### src/rtl/apb_master_ctrl.sv
// apb_master_ctrl
//   APB master that turns single requests from a local requester into one
//   APB transfer (SETUP then ACCESS). The top two address bits select one of
//   four slaves. A transfer ends when PREADY is seen or when the slave keeps
//   PREADY low for TIMEOUT ACCESS cycles.
//
// Ports
//   PCLK, PRESET          clock, asynchronous active-high reset
//   req_valid/req_ready   request handshake (ready only in IDLE)
//   req_write/addr/wdata  request direction, byte address, write data
//   PADDR/PWRITE/PWDATA   APB address phase signals, held for the transfer
//   PSEL[3:0]/PENABLE     one-hot slave select and access-phase strobe
//   mux_sel               slave index for the external PRDATA/PREADY mux
//   PRDATA/PREADY         muxed slave response, used only in ACCESS
//   rd_data               last read data captured on a completed read
//   done/error            one-cycle completion pulse, error = timeout abort
module apb_master_ctrl #(
    parameter int DATA_WIDTH = 8,
    parameter int ADDR_WIDTH = 8,
    parameter int TIMEOUT    = 16
) (
    input  logic                  PCLK,
    input  logic                  PRESET,
    input  logic                  req_valid,
    output logic                  req_ready,
    input  logic                  req_write,
    input  logic [ADDR_WIDTH-1:0] req_addr,
    input  logic [DATA_WIDTH-1:0] req_wdata,
    output logic [ADDR_WIDTH-1:0] PADDR,
    output logic                  PWRITE,
    output logic [DATA_WIDTH-1:0] PWDATA,
    output logic [3:0]            PSEL,
    output logic                  PENABLE,
    output logic [1:0]            mux_sel,
    input  logic [DATA_WIDTH-1:0] PRDATA,
    input  logic                  PREADY,
    output logic [DATA_WIDTH-1:0] rd_data,
    output logic                  done,
    output logic                  error
);

    localparam int CW = (TIMEOUT > 2) ? $clog2(TIMEOUT) : 1;
    localparam logic [CW-1:0] LAST_WAIT = CW'(TIMEOUT - 1);

    typedef enum logic [1:0] {
        IDLE,
        SETUP,
        ACCESS
    } state_t;

    state_t                  state_q, state_d;
    logic [ADDR_WIDTH-1:0]   paddr_q, paddr_d;
    logic                    pwrite_q, pwrite_d;
    logic [DATA_WIDTH-1:0]   pwdata_q, pwdata_d;
    logic [3:0]              psel_q, psel_d;
    logic                    penable_q, penable_d;
    logic [1:0]              idx_q, idx_d;
    logic [DATA_WIDTH-1:0]   rd_q, rd_d;
    logic                    done_q, done_d;
    logic                    error_q, error_d;
    logic [CW-1:0]           cnt_q, cnt_d;

    always_comb begin
        state_d   = state_q;
        paddr_d   = paddr_q;
        pwrite_d  = pwrite_q;
        pwdata_d  = pwdata_q;
        psel_d    = psel_q;
        penable_d = penable_q;
        idx_d     = idx_q;
        rd_d      = rd_q;
        cnt_d     = cnt_q;
        done_d    = 1'b0;
        error_d   = 1'b0;

        case (state_q)
            IDLE: begin
                psel_d    = '0;
                penable_d = 1'b0;
                if (req_valid) begin
                    state_d  = SETUP;
                    paddr_d  = req_addr;
                    pwrite_d = req_write;
                    pwdata_d = req_wdata;
                    idx_d    = req_addr[ADDR_WIDTH-1 -: 2];
                    psel_d   = 4'b0001 << req_addr[ADDR_WIDTH-1 -: 2];
                end
            end
            SETUP: begin
                state_d   = ACCESS;
                penable_d = 1'b1;
                cnt_d     = '0;
            end
            ACCESS: begin
                // PREADY wins over a timeout that would fire in the same cycle
                if (PREADY) begin
                    state_d   = IDLE;
                    psel_d    = '0;
                    penable_d = 1'b0;
                    done_d    = 1'b1;
                    if (!pwrite_q) begin
                        rd_d = PRDATA;
                    end
                end else if (cnt_q == LAST_WAIT) begin
                    state_d   = IDLE;
                    psel_d    = '0;
                    penable_d = 1'b0;
                    done_d    = 1'b1;
                    error_d   = 1'b1;
                end else begin
                    cnt_d = cnt_q + CW'(1);
                end
            end
            default: begin
                state_d   = IDLE;
                psel_d    = '0;
                penable_d = 1'b0;
            end
        endcase
    end

    always_ff @(posedge PCLK or posedge PRESET) begin
        if (PRESET) begin
            state_q   <= IDLE;
            paddr_q   <= '0;
            pwrite_q  <= 1'b0;
            pwdata_q  <= '0;
            psel_q    <= '0;
            penable_q <= 1'b0;
            idx_q     <= '0;
            rd_q      <= '0;
            done_q    <= 1'b0;
            error_q   <= 1'b0;
            cnt_q     <= '0;
        end else begin
            state_q   <= state_d;
            paddr_q   <= paddr_d;
            pwrite_q  <= pwrite_d;
            pwdata_q  <= pwdata_d;
            psel_q    <= psel_d;
            penable_q <= penable_d;
            idx_q     <= idx_d;
            rd_q      <= rd_d;
            done_q    <= done_d;
            error_q   <= error_d;
            cnt_q     <= cnt_d;
        end
    end

    assign req_ready = (state_q == IDLE);
    assign PADDR     = paddr_q;
    assign PWRITE    = pwrite_q;
    assign PWDATA    = pwdata_q;
    assign PSEL      = psel_q;
    assign PENABLE   = penable_q;
    assign mux_sel   = idx_q;
    assign rd_data   = rd_q;
    assign done      = done_q;
    assign error     = error_q;

endmodule

### config.mk
export PLATFORM = sky130hd
export DESIGN_NAME = apb_master_ctrl
export DESIGN_NICKNAME = d
export VERILOG_FILES = /design/src/rtl/apb_master_ctrl.sv
export SDC_FILE = /design/constraint.sdc
export NUM_CORES = 1
export LEC_CHECK = 0
export ABC_AREA = 0
export CORE_ASPECT_RATIO = 0.9
export CORE_MARGIN = 4
export CORE_UTILIZATION = 42
export DETAILED_ROUTE_END_ITERATION = 16
export PLACE_DENSITY = 0.79
export SETUP_SLACK_MARGIN = 0.1
export SLEW_MARGIN = 25
export SYNTH_ARGS = -nofsm -noshare
export SYNTH_HDL_FRONTEND = slang
export SYNTH_SLANG_ARGS = --single-unit
### constraint.sdc
create_clock -name PCLK -period 1.83 [get_ports PCLK]
set_input_delay 0.4575 -clock PCLK [delete_from_list [all_inputs] [get_ports PCLK]]
set_output_delay 0.4575 -clock PCLK [all_outputs]
set_load 0.005 [all_outputs]
==> flow_metrics.tcl <==
set metrics [dict create \
    outcome "complete, no violations" \
    gr-total-overflow 0 \
    ys.flop_type "dfrtp_1" \
    ctsLongestPathBuffers 2 \
    grt_pass1_vias 1281 \
    arrival_ns 1.19 \
    syn2layout_area_growth_pct 53.0 \
    min_period_ns 1.65 \
    fmax_mhz 606 \
    synth_edf_count 0 \
    pwr-share-clk 0.157 \
    p_int_uw 2500 \
    syn_area_um2 1550 \
    pwr-share-comb 0.444 \
    grt_first_pass_wirelength_um 5780 \
    holdBufCountCts 0 \
    cts-htree-levels 2 \
    first_pass_iters 4 \
    num_vias 1164 \
    hpwlAfterDp_um 2530 \
    max_cap_viol_count 0 \
    cts_tree "built" \
    setup_viol 0 \
    drcViolationCount 0 \
    pwr-share-seq 0.399 \
    fp.dieH_um 65.6 \
    layout.nets 215 \
    diodes 0 \
    cts_buffers 5 \
    path_cells "clkdlybuf4s50_1" \
    leakagePower_uw 0.000988 \
    hold-worst-slack_ns 0.500 \
    initial_utilization 0.448 \
    synth_fp_nets 143 \
    cp.required_ns 1.37 \
    final_common_cell "clkdlybuf4s50_1" \
    dieArea_um2 4720 \
    drt.antenna.violating_nets 0 \
    synthCells 113 \
    yosysSeqAreaShare 0.614 \
    cp-end-kind "output pin" \
    critPathMaxFanout 3 \
    tightest_slew_ns 0.329 \
    avgSynthCellArea_um2 13.7 \
    finClkSkew_ns 0.00675 \
    nFillCells 238 \
    worst-path-buf-inv 1 \
    clock_latency_ns 0.28 \
    slowest_stage "clkdlybuf4s50_1" \
    clk_pin_slew_ns 0.07 \
    cts.sinks 38 \
    wl_per_cell_um 14.8 \
    final_cell_mix "clkdlybuf4s50_1 (62), dfrtp_1 (37), mux2_2 (24)" \
    crit_path_start_kind "flop" \
    cts-root-buf "clkbuf_8" \
    powerDensity_nw_per_um2 1460 \
    viasPerCell 5.11 \
    rows 20 \
    hp-class "reg -> reg" \
    track_usage 0.161 \
    grt_antenna_before_repair 0 \
    final_core_util 0.686 \
    yosysWarnings 0 \
    io_pins 64 \
    die_w_um 72.0 \
    multi_input_area_um2 546 \
    synth.ff_latch_count 38 \
    coreArea_um2 3450 \
    ir_drop_v 0.000959 \
    portBuffers 63 \
    grt_max_degree 39 \
    ys_types 28 \
    drive_above_1_share 0.239 \
    rsz0062_at_grt "no" \
    hold_violations 0 \
    power_uw 3460 \
    drt-initial-drc-count 16 \
    switching_share 0.278 \
    p_switching_uw 961 \
    routed_wl_um 3370 \
    worstSetupPathType "reg -> out" \
    drv_slew 0 \
    crit_family "buffers and inverters" \
    seqCellArea_um2 952 \
    fin_setup_tns_ns 0 \
    place_congestion 0.832 \
    async_reset_ff_frac 1.00 \
    maxSlewHeadroom 0.781 \
    fin_crit_sh 0.901 \
    cpPeakStageDelay_ns 0.53 \
]
==> synthesized netlist by cell type, types with 2 or more instances <==
master	count	area, µm²
a21oi_1	3	15.0
nor2_1	5	18.8
buf_4	2	15.0
buf_2	3	15.0
nor3_1	3	15.0
inv_1	5	18.8
nand3_1	2	10.0
o21ai_0	4	20.0
o2bb2ai_1	2	17.5
a31oi_1	2	12.5
nand2_1	5	18.8
dfrtp_1	38	951
mux2_2	24	270
==> per-layer routing <==
layer	GRT usage	up-vias	routed length (µm)
met5	0	-	0
met4	0.0798	0	75
met3	0.0596	10	336
met2	0.253	61	1560
met1	0.194	549	1410
li1	-	544	-
==> power groups by stage <==
stage	Sequential (µW)	Combinational, µW	Clock, µW
after floorplan	1410	613	0
after global placement	1400	1470	0
after detailed placement	1410	1510	0
after CTS	1390	1540	567
after global routing	1430	1670	601
final	1380	1540	543
==> cell type report <==
| cell class | instances | area share |
|---|---|---|
| Multi-Input combinational cell | 64 | 0.230 |
| Tap cell | 44 | 0.0232 |
| Timing Repair Buffer | 71 | 0.302 |
| Clock buffer | 6 | 0.0349 |
| Inverter | 5 | 0.00792 |
| Sequential cell | 38 | 0.402 |
==> stage by stage <==
| stage | worst slack (ns) | cell area (µm²) | cells |
|---|---|---|---|
| 3_3_place_gp | 0.0152 | 2260 | 220 |
| 4_1_cts | 0.129 | 2350 | 227 |
| 6_report | 0.181 | 2370 | 228 |
| 2_1_floorplan | 0.314 | 1550 | 113 |
| 3_5_place_dp | -0.0167 | 2260 | 220 |
| 5_1_grt | 0.136 | 2370 | 228 |
==> kinds of logic (layout without fill, tap and decap cells) <==
group | Yosys count | count (layout) | share of synthesized area
muxes | 24 | 24 | 0.175
adders and majority gates | 1 | 1 | 0.00808
buffers and inverters | 11 | 82 | 0.0388
AOI/OAI and AO/OA | 16 | 16 | 0.0703
DFF | 38 | 38 | 0.614
and+or+nand+nor | 23 | 23 | 0.0938
==> registers in the layout, summed over array words and instances (netlist names) <==
| name | flops |
|---|---|
| rd_data | 8 |
| error | 1 |
| PWDATA | 8 |
| PADDR | 8 |
| cnt_q | 4 |
| PENABLE | 1 |
| PSEL | 4 |
| done | 1 |
| state_q | 2 |
| PWRITE | 1 |
==> worst paths after layout <==
path,cells after the start,startpoint,slack [ns],endpoint
worst max register to register,5,state_q[0],0.22,rd_data[6]
min in group asynchronous,3,PRESET,0.53,rd_data[4]
worst min register to register,1,PSEL[2],0.50,PSEL[2]
worst max-delay path,1,PADDR[7],0.18,PADDR[7]
max in group asynchronous,3,PRESET,1.10,state_q[0]
worst min-delay path,1,PSEL[2],0.50,PSEL[2]
==> timing repair <==
action,CTS,global route
cloned,0,0
endpoints found under the setup margin,1,5
gates resized for setup,3,1
pin swaps,0,0
buffers inserted,1,1
Power figures use the tool's default switching activity.
